**src/rtl/uart_rx.sv**
```systemverilog
// 8N1 UART receiver with two-flop input synchronizer and mid-bit sampling.
// Pulses done on a good frame, frame_error on a low stop bit.
module uart_rx #(
    parameter int baudRate = 9600,
    parameter int clkFreq  = 132000000
) (
    input  logic       clk,
    input  logic       reset,
    input  logic       signal,
    output logic [7:0] data,
    output logic       done,
    output logic       frame_error,
    output logic       busy
);

    localparam int N  = clkFreq / baudRate;
    localparam int H  = N / 2;
    localparam int CW = $clog2(N + 1);

    localparam logic [CW-1:0] HALF_T = CW'(H);
    localparam logic [CW-1:0] FULL_T = CW'(N - 1);

    typedef enum logic [1:0] {
        IDLE,
        START_BIT,
        DATA_BITS,
        STOP_BIT
    } state_t;

    state_t          state;
    state_t          state_n;
    logic            sync1;
    logic            rx_s;
    logic [CW-1:0]   count;
    logic [2:0]      index;
    logic [7:0]      shift;
    logic            wait_high;
    logic            start_hit;
    logic            bit_hit;

    always_ff @(posedge clk or negedge reset) begin
        if (!reset) begin
            sync1 <= 1'b1;
            rx_s  <= 1'b1;
        end else begin
            sync1 <= signal;
            rx_s  <= sync1;
        end
    end

    // Counting 0..N-1 makes every bit span exactly N cycles after the start sample.
    assign start_hit = (count == HALF_T);
    assign bit_hit   = (count == FULL_T);

    always_ff @(posedge clk or negedge reset) begin
        if (!reset) begin
            state <= IDLE;
        end else begin
            state <= state_n;
        end
    end

    always_comb begin
        state_n = state;
        case (state)
            IDLE: begin
                if (!rx_s && !wait_high) begin
                    state_n = START_BIT;
                end
            end
            START_BIT: begin
                if (start_hit) begin
                    state_n = rx_s ? IDLE : DATA_BITS;
                end
            end
            DATA_BITS: begin
                if (bit_hit && index == 3'd7) begin
                    state_n = STOP_BIT;
                end
            end
            STOP_BIT: begin
                if (bit_hit) begin
                    state_n = IDLE;
                end
            end
            default: state_n = IDLE;
        endcase
    end

    always_comb begin
        busy = (state != IDLE);
    end

    always_ff @(posedge clk or negedge reset) begin
        if (!reset) begin
            count       <= '0;
            index       <= '0;
            shift       <= '0;
            data        <= '0;
            done        <= 1'b0;
            frame_error <= 1'b0;
            wait_high   <= 1'b0;
        end else begin
            done        <= 1'b0;
            frame_error <= 1'b0;
            case (state)
                IDLE: begin
                    count <= '0;
                    index <= '0;
                    if (rx_s) begin
                        wait_high <= 1'b0;
                    end
                end
                START_BIT: begin
                    count <= start_hit ? '0 : count + 1'b1;
                end
                DATA_BITS: begin
                    if (bit_hit) begin
                        shift[index] <= rx_s;
                        count        <= '0;
                        index        <= index + 3'd1;
                    end else begin
                        count <= count + 1'b1;
                    end
                end
                STOP_BIT: begin
                    if (bit_hit) begin
                        count <= '0;
                        if (rx_s) begin
                            data <= shift;
                            done <= 1'b1;
                        end else begin
                            // A held-low line must go high before the next start.
                            frame_error <= 1'b1;
                            wait_high   <= 1'b1;
                        end
                    end else begin
                        count <= count + 1'b1;
                    end
                end
                default: begin
                    count <= '0;
                    index <= '0;
                end
            endcase
        end
    end

endmodule

```
**config.mk**
```make
export PLATFORM = sky130hd
export DESIGN_NAME = uart_rx
export DESIGN_NICKNAME = d
export VERILOG_FILES = /design/src/rtl/uart_rx.sv
export SDC_FILE = /design/constraint.sdc
export NUM_CORES = 1
export LEC_CHECK = 0
export CORE_MARGIN = 3
export CORE_UTILIZATION = 57
export CTS_CLUSTER_DIAMETER = 80
export DETAILED_ROUTE_END_ITERATION = 12
export HOLD_SLACK_MARGIN = 0.15
export PLACE_DENSITY = 0.89
export SETUP_SLACK_MARGIN = 0.2
export SLEW_MARGIN = 0
export SYNTH_ARGS = -nofsm -noshare
export SYNTH_HDL_FRONTEND = slang
export SYNTH_SLANG_ARGS = --single-unit
export TNS_END_PERCENT = 100
```
**constraint.sdc**
```tcl
create_clock -name clk -period 2.5 [get_ports clk]
set_input_delay 0.5 -clock clk [delete_from_list [all_inputs] [get_ports clk]]
set_output_delay 0.5 -clock clk [all_outputs]
set_load 0.02 [all_outputs]
```
==> out/qor.yml <==
outcome:
  outcome: "finished, final reports clean"
synthesis:
  synth-seq-cells: 40
  ys_top_cells_by_area: "dfrtp_1 51%, mux2_2 7.8%, xnor2_1 4.7%, nand3_1 4.3%, nor2_1 3.8%"
  syn_nets: 177
  yosysTopAreaCell: "dfrtp_1"
  synth_top_area_share_pct: 50.8
  synth-edff-count: 0
  netlist_instances: 170
  muxShareOfSynthArea_pct: 7.82
  synthTopCellsByCount: "38 x dfrtp_1, 19 x nor2_1, 16 x nand3_1, 13 x mux2_2, 11 x nand2_1"
  synth_top_family_by_area: "simple AND/OR/NAND/NOR gates"
  synth_most_common_cell: "dfrtp_1"
  synth_fa_ha_area_share_pct: 2.67
  ys.flop_type: "dfrtp_1"
  synth_cell_type_count: 35
  seq_area_frac_synth_pct: 53.6
  syn_area_per_cell_sq_um: 11.0
  synth-xor-area-share_pct: 5.61
  synth-simple-area-share_pct: 21.3
  netlist_area_sq_um: 1870
  synth-compound-area-share_pct: 5.75
  ys_async_sr_fraction_pct: 100
  yosys_warnings: 0
global_route:
  grt_usage_pct: 20.5
  antenna_found_initial: 0
  grt_pass1_wl_mm: 6.35
  grt_max_degree: 41
  grt-ovfl-total: 0
  grt_pass1_vias: 1357
critical_path:
  path_delay_family: "buffers and inverters"
  critical_path_class: "flip-flop to primary output"
  max_stage_delay_ns: 0.54
  critPathSlowestCell: "clkdlybuf4s50_1"
  end_kind: "primary output"
  arrival_ns: 1.74
  cp.required_ns: 2.00
  crit_path_cell_trace: "or2_2 -> clkdlybuf4s50_1"
  path_buf_inv: 1
  worstSetupStartpointType: "flip-flop"
  path_max_fanout: 13
final_layout:
  drive_gt1_share_pct: 18.6
  diodes: 0
  nets: 194
  area_growth_pct: 15.6
  fill_cells: 229
clock_tree:
  cts_hold_buf: 0
  cts-root-buf: "clkbuf_4"
  path_clk_slew_ns: 0.13
  cts_buffers: 5
  cts_buffer_depth: 2
  htree_levels: 2
  cts_tree: "done"
  worstSkewPairLatency_ns: 0.37
  cts_sinks: 40
routing:
  antenna_left: 0
  via_per_inst: 5.86
  routed_wl_mm: 3.63
  vias: 1360
  drc_errors: 0
  first_iter_violations: 99
  drtPass1Iterations: 4
  wl_per_cell_um: 15.7
sta:
  fin_ws_ns: 0.258
  grt_setup_unrepaired: "false"
  worst_pin_slew_ns: 0.843
  fin_tns_setup_ns: 0
  hold_viol: 0
  fmax_ghz: 0.446
  min_period_ns: 2.24
  period_share_pct: 89.7
  slew_violations: 0
  skew_ns: 0.0176
  slew_headroom_pct: 43.8
  final-setup-viol-count: 0
run:
  maxCapViolCount: 0
min_path:
  hp-class: "primary input to asynchronous set/reset pin"
pwr:
  power.density_nw_per_um2: 512
  peakVddDrop_mv: 0.410
  p_leak_nw: 0.917
die:
  core_sq_um: 3100
  fp-row-count: 20
  start_util_pct: 60.3
  die_h_um: 63.3
  io_pins: 14
  die_x_um: 63.3
  die_area_sq_um: 4010
placed_design:
  dp_slack_ns: 0.106
  dp_hpwl_mm: 2.56
  portBuffers: 13
  place_congestion: 0.866
-- per-layer routing --
layer,GRT usage (%),up-vias,share of wire (%)
met2,35.2,46,54
met5,0,-,0
li1,-,634,-
met1,23.3,668,39
met3,5.70,12,5.0
met4,10.5,0,2.5
-- flip-flops by register name, indices dropped and copies added (netlist names), named ones only --
signal and flops:
count 14, data 8, shift 8, index 3, done 1, frame_error 1
rx_s 1, state 1, sync1 1, wait_high 1
-- worst register-to-register path: cells and delay by family, from the launching register on --
kind / cells / cell delay, ns
simple gates: 3 / 1.33
flops: 1 / 0.44
mux: 1 / 0.38
-- final timing paths --
| check | cells after the start | startpoint | slack [ns] | to |
|---|---|---|---|---|
| setup / recovery | 2 | flip-flop | 0.26 | busy |
| hold reg to reg | 0 | sync1 | 0.37 | rx_s |
| max in group asynchronous | 1 | reset | 1.70 | asynchronous set/reset pin |
| setup reg to reg | 4 | count[9] | 0.26 | shift[5] |
| hold / removal | 1 | reset | 0.22 | shift[2] |
| min in group clk | 0 | sync1 | 0.37 | rx_s |
-- kinds of logic (layout without fill, tap and decap cells) --
group / Yosys count / in the layout
xor+xnor: 12 / 12
simple gates: 74 / 74
buf+inv: 13 / 31
flops: 40 / 40
compound gates: 14 / 14
mux: 13 / 13
fa+ha+maj: 4 / 4
-- area by class of cell --
cell class	instances	area [sq um]	area share, %
Inverter	5	18.8	0.868
Sequential cell	40	1000	46.4
Tap cell	44	55.1	2.54
Multi-Input combinational cell	117	812	37.5
Clock buffer	5	37.5	1.74
Timing Repair Buffer	18	188	8.68
Clock inverter	3	47.5	2.20
-- stage by stage --
step / total power, mW / std cells / utilization, % / cell area (sq um) / hold slack (ns)
finish: 1.11 / 232 / 69.7 / 2160 / 0.223
detailed placement: 0.681 / 222 / 65.5 / 2030 / 0.351
CTS: 1.12 / 230 / 68.4 / 2120 / 0.240
global placement: 0.680 / 222 / 65.5 / 2030 / 0.346
floorplan: 0.666 / 170 / - / 1870 / 0.204
global route: 1.16 / 232 / 69.7 / 2160 / 0.255
-- report_power, final --
part	total [mW]	switching, mW	internal [mW]	leakage (nW)
Combinational	0.0156	0.0135	0.00211	0.336
Clock	0.439	0.225	0.214	0.0454
Sequential	0.652	0.00223	0.650	0.535
-- cell usage in the layout (no fill, tap or decap), types with 5 or more instances in the layout --
| cell type | netlist | layout |
|---|---|---|
| dfrtp_1 | 38 | 37 |
| nor2_1 | 19 | 19 |
| nand3_1 | 16 | 16 |
| mux2_2 | 13 | 13 |
| clkdlybuf4s50_1 | 0 | 12 |
| nand2_1 | 11 | 11 |
| xnor2_1 | 10 | 10 |
| nor4_1 | 6 | 6 |
| o21ai_0 | 6 | 6 |
| inv_1 | 5 | 5 |
| clkbuf_4 | 0 | 5 |
-- what timing repair did --
action                     4_1_cts  5_1_grt
setup endpoints to repair       10       13
buffers inserted                 0        2
resized for setup                2        0
pin swaps                        1        2
Power figures use the tool's default switching activity.
